`config.mk`:
```
export PLATFORM = sky130hd
export DESIGN_NAME = bsram_read_arbiter_flat
export DESIGN_NICKNAME = d
export VERILOG_FILES = /design/src/rtl/bsram_read_arbiter_if.sv /design/src/rtl/bsram_read_arbiter.sv /design/src/flat_wrapper.sv
export SDC_FILE = /design/constraint.sdc
export NUM_CORES = 1
export LEC_CHECK = 0
export CELL_PAD_IN_SITES_DETAIL_PLACEMENT = 2
export CELL_PAD_IN_SITES_GLOBAL_PLACEMENT = 2
export CORE_UTILIZATION = 23
export DETAILED_ROUTE_END_ITERATION = 7
export GPL_TIMING_DRIVEN = 0
export PLACE_DENSITY = 0.82
export RECOVER_POWER = 100
export SLEW_MARGIN = 10
export SYNTH_ARGS = -nofsm -noshare
export SYNTH_HDL_FRONTEND = slang
export SYNTH_SLANG_ARGS = --single-unit
```
`constraint.sdc`:
```
create_clock -name clk -period 2.23 [get_ports clk]
set_input_delay 0.223 -clock clk [delete_from_list [all_inputs] [get_ports clk]]
set_output_delay 0.223 -clock clk [all_outputs]
set_load 0.02 [all_outputs]
```
`src/rtl/bsram_read_arbiter_if.sv`:
```
// bsram_read_arbiter_if: requester, write and bsram-side signals of the read arbiter
interface bsram_read_arbiter_if #(parameter int WIDTH = 13);
  logic a_req;
  logic [WIDTH-1:0] a_addr;
  logic a_gnt;
  logic a_rvalid;
  logic [15:0] a_rdata;
  logic b_req;
  logic [WIDTH-1:0] b_addr;
  logic b_gnt;
  logic b_rvalid;
  logic [15:0] b_rdata;
  logic wr_en;
  logic [WIDTH-1:0] wr_addr;
  logic [15:0] wr_data;
  logic [WIDTH-1:0] mem_dout_addr;
  logic [15:0] mem_dout;
  logic mem_we;
  logic [WIDTH-1:0] mem_din_addr;
  logic [15:0] mem_din;
  modport slave (
    input a_req, a_addr, b_req, b_addr, wr_en, wr_addr, wr_data, mem_dout,
    output a_gnt, a_rvalid, a_rdata, b_gnt, b_rvalid, b_rdata,
    output mem_dout_addr, mem_we, mem_din_addr, mem_din
  );
  modport master (
    output a_req, a_addr, b_req, b_addr, wr_en, wr_addr, wr_data, mem_dout,
    input a_gnt, a_rvalid, a_rdata, b_gnt, b_rvalid, b_rdata,
    input mem_dout_addr, mem_we, mem_din_addr, mem_din
  );
endinterface

```
`src/rtl/bsram_read_arbiter.sv`:
```
// bsram_read_arbiter: shares one bsram read port between CPU (A) and video (B), forwards the write port.
// Define BSRAM_ARB_RAW_BYPASS_EN for write-first data on same-cycle same-address read/write.
module bsram_read_arbiter #(
  parameter int WIDTH = 13,
  parameter int MAX_WAIT = 4
) (
  input logic clk,
  input logic reset,
  bsram_read_arbiter_if.slave bus
);
  typedef enum logic [1:0] {NONE, OWN_A, OWN_B} owner_t;
  localparam logic [3:0] MAX_W = 4'(MAX_WAIT);
  owner_t owner, owner_nx;
  logic [3:0] wait_cnt, wait_nx;
  logic [WIDTH-1:0] last_addr, rd_addr;
  logic [15:0] a_hold, b_hold, rd_src;
  logic a_gnt, b_gnt;
  // B is real-time and normally wins; A is promoted once it has lost MAX_WAIT cycles in a row
  always_comb begin
    a_gnt = !reset && bus.a_req && (!bus.b_req || wait_cnt >= MAX_W);
    b_gnt = !reset && bus.b_req && !a_gnt;
    rd_addr = a_gnt ? bus.a_addr : b_gnt ? bus.b_addr : last_addr;
    owner_nx = a_gnt ? OWN_A : b_gnt ? OWN_B : NONE;
    wait_nx = (bus.a_req && !a_gnt) ? ((wait_cnt == MAX_W) ? wait_cnt : wait_cnt + 4'd1) : 4'd0;
    bus.a_gnt = a_gnt;
    bus.b_gnt = b_gnt;
    bus.mem_dout_addr = rd_addr;
    bus.a_rvalid = owner == OWN_A;
    bus.b_rvalid = owner == OWN_B;
    bus.a_rdata = (owner == OWN_A) ? rd_src : a_hold;
    bus.b_rdata = (owner == OWN_B) ? rd_src : b_hold;
    bus.mem_we = bus.wr_en && !reset;
    bus.mem_din_addr = bus.wr_addr;
    bus.mem_din = bus.wr_data;
  end
  always_ff @(posedge clk or posedge reset) begin
    if (reset) begin
      owner <= NONE;
      wait_cnt <= '0;
      last_addr <= '0;
      a_hold <= '0;
      b_hold <= '0;
    end else begin
      owner <= owner_nx;
      wait_cnt <= wait_nx;
      last_addr <= rd_addr;
      a_hold <= bus.a_rdata;
      b_hold <= bus.b_rdata;
    end
  end
`ifdef BSRAM_ARB_RAW_BYPASS_EN
  logic byp;
  logic [15:0] byp_data;
  always_ff @(posedge clk or posedge reset) begin
    if (reset) begin
      byp <= 1'b0;
      byp_data <= '0;
    end else begin
      byp <= (a_gnt || b_gnt) && bus.wr_en && bus.wr_addr == rd_addr;
      byp_data <= bus.wr_data;
    end
  end
  assign rd_src = byp ? byp_data : bus.mem_dout;
`else
  assign rd_src = bus.mem_dout;
`endif
endmodule

```
`src/flat_wrapper.sv`:
```
// flat-port wrapper written by rule: the top's interface ports become plain ports
module bsram_read_arbiter_flat 
#(
  parameter int WIDTH = 13,
  parameter int MAX_WAIT = 4
)
  (clk, reset, bus_a_req, bus_a_addr, bus_b_req, bus_b_addr, bus_wr_en, bus_wr_addr, bus_wr_data, bus_mem_dout, bus_a_gnt, bus_a_rvalid, bus_a_rdata, bus_b_gnt, bus_b_rvalid, bus_b_rdata, bus_mem_dout_addr, bus_mem_we, bus_mem_din_addr, bus_mem_din);
  bsram_read_arbiter_if #(.WIDTH(WIDTH)) bus_i ();
  input logic clk;
  input logic reset;
  input wire logic [$bits(bus_i.a_req)-1:0] bus_a_req;
  input wire logic [$bits(bus_i.a_addr)-1:0] bus_a_addr;
  input wire logic [$bits(bus_i.b_req)-1:0] bus_b_req;
  input wire logic [$bits(bus_i.b_addr)-1:0] bus_b_addr;
  input wire logic [$bits(bus_i.wr_en)-1:0] bus_wr_en;
  input wire logic [$bits(bus_i.wr_addr)-1:0] bus_wr_addr;
  input wire logic [$bits(bus_i.wr_data)-1:0] bus_wr_data;
  input wire logic [$bits(bus_i.mem_dout)-1:0] bus_mem_dout;
  output wire logic [$bits(bus_i.a_gnt)-1:0] bus_a_gnt;
  output wire logic [$bits(bus_i.a_rvalid)-1:0] bus_a_rvalid;
  output wire logic [$bits(bus_i.a_rdata)-1:0] bus_a_rdata;
  output wire logic [$bits(bus_i.b_gnt)-1:0] bus_b_gnt;
  output wire logic [$bits(bus_i.b_rvalid)-1:0] bus_b_rvalid;
  output wire logic [$bits(bus_i.b_rdata)-1:0] bus_b_rdata;
  output wire logic [$bits(bus_i.mem_dout_addr)-1:0] bus_mem_dout_addr;
  output wire logic [$bits(bus_i.mem_we)-1:0] bus_mem_we;
  output wire logic [$bits(bus_i.mem_din_addr)-1:0] bus_mem_din_addr;
  output wire logic [$bits(bus_i.mem_din)-1:0] bus_mem_din;
  assign bus_i.a_req = bus_a_req;
  assign bus_i.a_addr = bus_a_addr;
  assign bus_i.b_req = bus_b_req;
  assign bus_i.b_addr = bus_b_addr;
  assign bus_i.wr_en = bus_wr_en;
  assign bus_i.wr_addr = bus_wr_addr;
  assign bus_i.wr_data = bus_wr_data;
  assign bus_i.mem_dout = bus_mem_dout;
  assign bus_a_gnt = bus_i.a_gnt;
  assign bus_a_rvalid = bus_i.a_rvalid;
  assign bus_a_rdata = bus_i.a_rdata;
  assign bus_b_gnt = bus_i.b_gnt;
  assign bus_b_rvalid = bus_i.b_rvalid;
  assign bus_b_rdata = bus_i.b_rdata;
  assign bus_mem_dout_addr = bus_i.mem_dout_addr;
  assign bus_mem_we = bus_i.mem_we;
  assign bus_mem_din_addr = bus_i.mem_din_addr;
  assign bus_mem_din = bus_i.mem_din;
  bsram_read_arbiter #(.WIDTH(WIDTH), .MAX_WAIT(MAX_WAIT)) u_core (.clk(clk), .reset(reset), .bus(bus_i));
endmodule
```
---- Yosys cells after proc, flatten, opt, wreduce, memory -nomap -nowiden ----
Index checks and enable logic that the tools add are counted.
word-level totals
  bits in registers ....................... 51
  bits in latches ......................... 0
  memory bits (writable) .................. 0
  memory bits (read-only) ................. 0
  input port bits ......................... 76
  output and inout port bits .............. 79
  memories ................................ 0
cells by class
  $add $sub $neg .......................... 1
  multiply operators ...................... 0
  div/mod/pow operators ................... 0
  $lt $le $gt $ge ......................... 1
  equal/unequal tests ..................... 4
  shift operators ......................... 0
  mux-type cells .......................... 8
  bitwise gates (word level) .............. 0
  reductions and logical operators ........ 10
operator list
  operator                                                                             number
  16-bit 2-to-1 mux                                                                    2
  13-bit 2-to-1 mux                                                                    2
  4-bit 2-to-1 mux                                                                     2
  1-bit logical AND                                                                    6
  4-bit by 1-bit adder with 4-bit output, second input constant                        1
  4-bit by 3-bit equality test with 1-bit output, second input constant                1
  4-bit by 3-bit greater-or-equal comparator with 1-bit output, second input constant  1
  2-bit 2-to-1 mux                                                                     2
  1-bit logical NOT                                                                    3
  2-bit by 1-bit equality test with 1-bit output, second input constant                1
  2-bit equality test, second input constant                                           1
  2-bit inequality test, second input constant                                         1
  1-bit logical OR                                                                     1

---- Logic depth before layout (Yosys ltp) ----
  depth after elaboration ................. 7
  depth in mapped cells ................... 5

---- Worst setup path before layout ----
Ideal clock, no wire load.
  path type ............................... flip-flop to output port
  start ................................... register u_core.wait_cnt[2]
  end ..................................... output bus_b_gnt
  arrival time ............................ 1.352 ns
  data required time ...................... 2.007 ns
  setup slack ............................. 0.655 ns
  cell stages (with the launch flop) ...... 6
  path buffers ............................ 1
  path through ............................ dfrtp_1 -> nor3b_4 -> or2_0 -> buf_6 -> inv_2 -> nor2_1
on the way
  cells in the longest elaborated chain, start to end .. 5
RTL lines
  what                                                          RTL line                  RTL
  start, declared                                               bsram_read_arbiter.sv:14  logic [3:0] wait_cnt, wait_nx;
  start signal, assigned                                        bsram_read_arbiter.sv:45  wait_cnt <= wait_nx;
  4-bit by 3-bit greater-or-equal comparator with 1-bit output  bsram_read_arbiter.sv:20  a_gnt = !reset && bus.a_req && (!bus.b_req || wait_cnt >= MAX_W);
  1-bit logical OR                                              bsram_read_arbiter.sv:20
  1-bit logical AND                                             bsram_read_arbiter.sv:20
  named net bus_a_gnt                                           flat_wrapper.sv:19        output wire logic [$bits(bus_i.a_gnt)-1:0] bus_a_gnt;
  1-bit logical NOT                                             bsram_read_arbiter.sv:21  b_gnt = !reset && bus.b_req && !a_gnt;
  1-bit logical AND                                             bsram_read_arbiter.sv:21
  end, declared                                                 flat_wrapper.sv:22        output wire logic [$bits(bus_i.b_gnt)-1:0] bus_b_gnt;
The timed path passes the listed nets, and every way through them passes these cells.

---- Final worst setup path ----
  start ................................... input reset
  end ..................................... output bus_mem_dout_addr[2]
on the way
  cells in the longest elaborated chain, start to end .. 7
RTL lines
  what                             RTL line                                            RTL
  start, declared                  flat_wrapper.sv:10                                  input logic reset;
  1-bit logical NOT *              bsram_read_arbiter.sv:20, bsram_read_arbiter.sv:21
  1-bit logical AND (2 in series)  bsram_read_arbiter.sv:20
  1-bit logical NOT                bsram_read_arbiter.sv:21
  1-bit logical AND                bsram_read_arbiter.sv:21
  13-bit 2-to-1 mux                bsram_read_arbiter.sv:22                            rd_addr = a_gnt ? bus.a_addr : b_gnt ? bus.b_addr : last_addr;
  13-bit 2-to-1 mux *              bsram_read_arbiter.sv:22
  end, declared                    flat_wrapper.sv:25                                  output wire logic [$bits(bus_i.mem_dout_addr)-1:0] bus_mem_dout_addr;
Mark *: on every way between the ends. The rest lies on a longest branch, timed or not.

==> flow_summary.yaml <==
sta:
  worst_pin_slew_ns: 0.919
  final_period_minus_worst_setup_slack_ns: 2.13
  final-max-slew-violation-count: 0
  final_setup_skew_ns: 0.00799
  final-setup-viol-count: 0
  final.setup.worst_slack_ns: 0.103
  final_hold_violating_endpoints: 0
  grt_setup_unrepaired: "no"
  holdWs_ns: 0.423
  fin_crit_sh: 0.954
  slew_headroom: 0.387
  fmax_mhz: 470
floorplanning:
  core_area_sq_mm: 0.0103
  die_area_sq_mm: 0.0111
  ioPinCount: 155
  core.rowCount: 37
  die_w_um: 105
  fp.dieH_um: 105
  effective_utilization_at_floorplan: 0.237
worst_setup_path:
  crit_path_max_fanout: 9
  crit_required_ns: 2.01
  cp_num_buf_inv: 4
  critical-path-top-delay-family: "buffers and inverters"
  worst_path_max_delay_cell: "sky130_fd_sc_hd__clkdlybuf4s50_1"
  worstPathCellList: "clkdlybuf4s50_1, nand2b_4, dlymetal6s2s_1, buf_12, nor3_1, a21oi_4, dlygate4sd2_1"
  setup.worst_path.end_class: "primary output"
  cp.arrival_ns: 1.90
  timing.critical_path.slowest_cell_delay_ns: 0.47
  sort_of_element_at_the_start_of_the_critical_path: "primary input"
  setup.worst_path.class: "in2out"
layout:
  layout_common_cells: "sky130_fd_sc_hd__clkdlybuf4s50_1 (54), sky130_fd_sc_hd__dfrtp_1 (51), sky130_fd_sc_hd__buf_4 (33)"
  layout.cells.most_common: "sky130_fd_sc_hd__clkdlybuf4s50_1"
  synthToLayoutAreaGrowth_pct: 59.7
  layout.cells.non_filler: 461
  n_antenna_cell: 0
  final.fill_count: 1090
  regArea_sq_mm: 0.00128
  drive_above_1_share: 0.218
  final_nets: 402
  multi_input_combinational_cell_area_sq_um: 841
routing:
  postRouteWirelength_um: 7170
  drc: 0
  drtAntennaViolNets: 0
  routed_via_density: 4.16
  drtIter0Drc: 33
  wl_per_cell_um: 15.6
  routed-via-count: 1917
  detailed_router_iteration_count_before_antenna_repair: 3
global_routing:
  antenna_found_initial: 0
  largest_net_degree_at_the_start_of_global_routing: 36
  global_route.usage.total: 0.135
  grt_overflow_total: 0
  vias_in_the_first_global_route: 2219
  global_route_wire_length_before_repair_um: 11700
yosys:
  postSynthRegisterBits: 51
  yosysWarningCount: 0
  syn_area_per_cell_sq_um: 13.0
  synth_top_area_share: 0.521
  ys_seq_area_frac: 0.521
  synth_fp_nets: 267
  post_synth_num_cell_types: 26
  post_synth_inst_count: 189
  synthDominantAreaCellType: "sky130_fd_sc_hd__dfrtp_1"
  synth.cell_area_sq_mm: 0.00245
  ys_top_cells_by_area: "sky130_fd_sc_hd__dfrtp_1 (52%), sky130_fd_sc_hd__mux2_2 (15%), sky130_fd_sc_hd__buf_4 (9.5%)"
power_and_ir_drop:
  power.density_mw_per_mm2: 693
  vdd.ir_drop.worst_mv: 0.211
  leakagePower_nw: 1.75
  finalPower_mw: 2.71
clock_tree:
  cts_max_level: 2
  cts_root_buffer: "sky130_fd_sc_hd__clkbuf_8"
  clock_latency_ns: 0.30
  clk_path_buf_depth: 2
  hold_buffers: 0
  cts.reportedPaths.clkPinSlew_ns: 0.09
  cts_inserted_buffers: 5
  cts_tree: "done"
  cts_num_sinks: 51
placement:
  place_hpwl_um: 5610
  dpl.cell_count: 451
  gp_congestion: 0.677
  detailedPlace.worstSlack_ns: -0.264
  port_buffers: 125
outcome:
  status: "finished, final reports clean"
hold_path:
  hold_path.class: "in2async"
job:
  timing.max_cap.violations: 0
[per-stage QoR]
step,utilization,setup TNS (ns),area (sq um)
CTS,0.386,0,3980
global route,0.379,0,3910
floorplan,-,0,2450
finish,0.379,0,3910
global placement,0.375,-24.33,3870
detailed placement,0.377,-2.76,3890
[kinds of logic after synthesis]
family / after synthesis / synth area share
compound gates: 15 / 0.0491
xor+xnor: 2 / 0.00716
fa+ha+maj: 2 / 0.0102
buf+inv: 44 / 0.137
flops: 51 / 0.521
mux: 47 / 0.208
simple gates: 28 / 0.0669
[synth_stat cells, drive strengths merged]
| cell | n |
|---|---|
| nor3 | 13 |
| xnor2 | 2 |
| mux2i | 15 |
| inv | 5 |
| dfrtp | 51 |
| ha | 2 |
| nand3b | 1 |
| mux2 | 32 |
| nor2 | 6 |
| or2 | 1 |
| o21ai | 1 |
| nor2b | 2 |
| nor3b | 1 |
| dlymetal6s2s | 1 |
| a21oi | 14 |
| nand3 | 1 |
| buf | 37 |
| nand2b | 3 |
| clkbuf | 1 |
[state kept, by name, indices dropped and copies added (netlist names)]
| name | count |
|---|---|
| u_core.a_hold | 16 |
| u_core.b_hold | 16 |
| u_core.last_addr | 13 |
| u_core.owner | 2 |
| u_core.wait_cnt | 4 |
[worst paths after layout]
check,start,end,slack (ns),cells past startpoint
hold / removal,reset,u_core.wait_cnt[2],0.42,2
hold reg to reg,u_core.b_hold[0],u_core.b_hold[0],0.50,1
setup reg to reg,u_core.wait_cnt[3],u_core.wait_cnt[2],0.79,4
max in group asynchronous,reset,u_core.last_addr[11],0.46,3
setup / recovery,reset,bus_mem_dout_addr[2],0.10,7
min in group clk,u_core.b_hold[0],u_core.b_hold[0],0.50,1
[final cells by class]
class | count | share of cell area
flip-flops and latches | 51 | 0.326
multi-input cells | 94 | 0.215
inverters | 5 | 0.00480
repair buffers | 129 | 0.307
plain buffers | 38 | 0.0819
well taps | 136 | 0.0435
clock buffers | 6 | 0.0186
clock inverters | 2 | 0.00320
[routing by layer]
layer	GRT usage	routed length [um]	up-vias
li1	-	-	879
met1	0.155	2800	942
met2	0.256	3920	92
met3	0.0312	410	4
met4	0.0241	38	0
met5	0	0	-
[where the power goes]
group | internal (mW) | total [mW] | switching, mW | leakage [nW]
Combinational | 0.475 | 1.03 | 0.558 | 1.11
Sequential | 1.10 | 1.15 | 0.0491 | 0.604
Clock | 0.220 | 0.532 | 0.312 | 0.0412
[repair_timing]
item                                   in CTS  in global routing
endpoints found under the hold margin       0                  0
pin swaps                                   1                  0
setup endpoints to repair                  40                 21
resized for setup                          36                 16
buffers inserted                            3                  0
(Power assumes the default switching activity.)
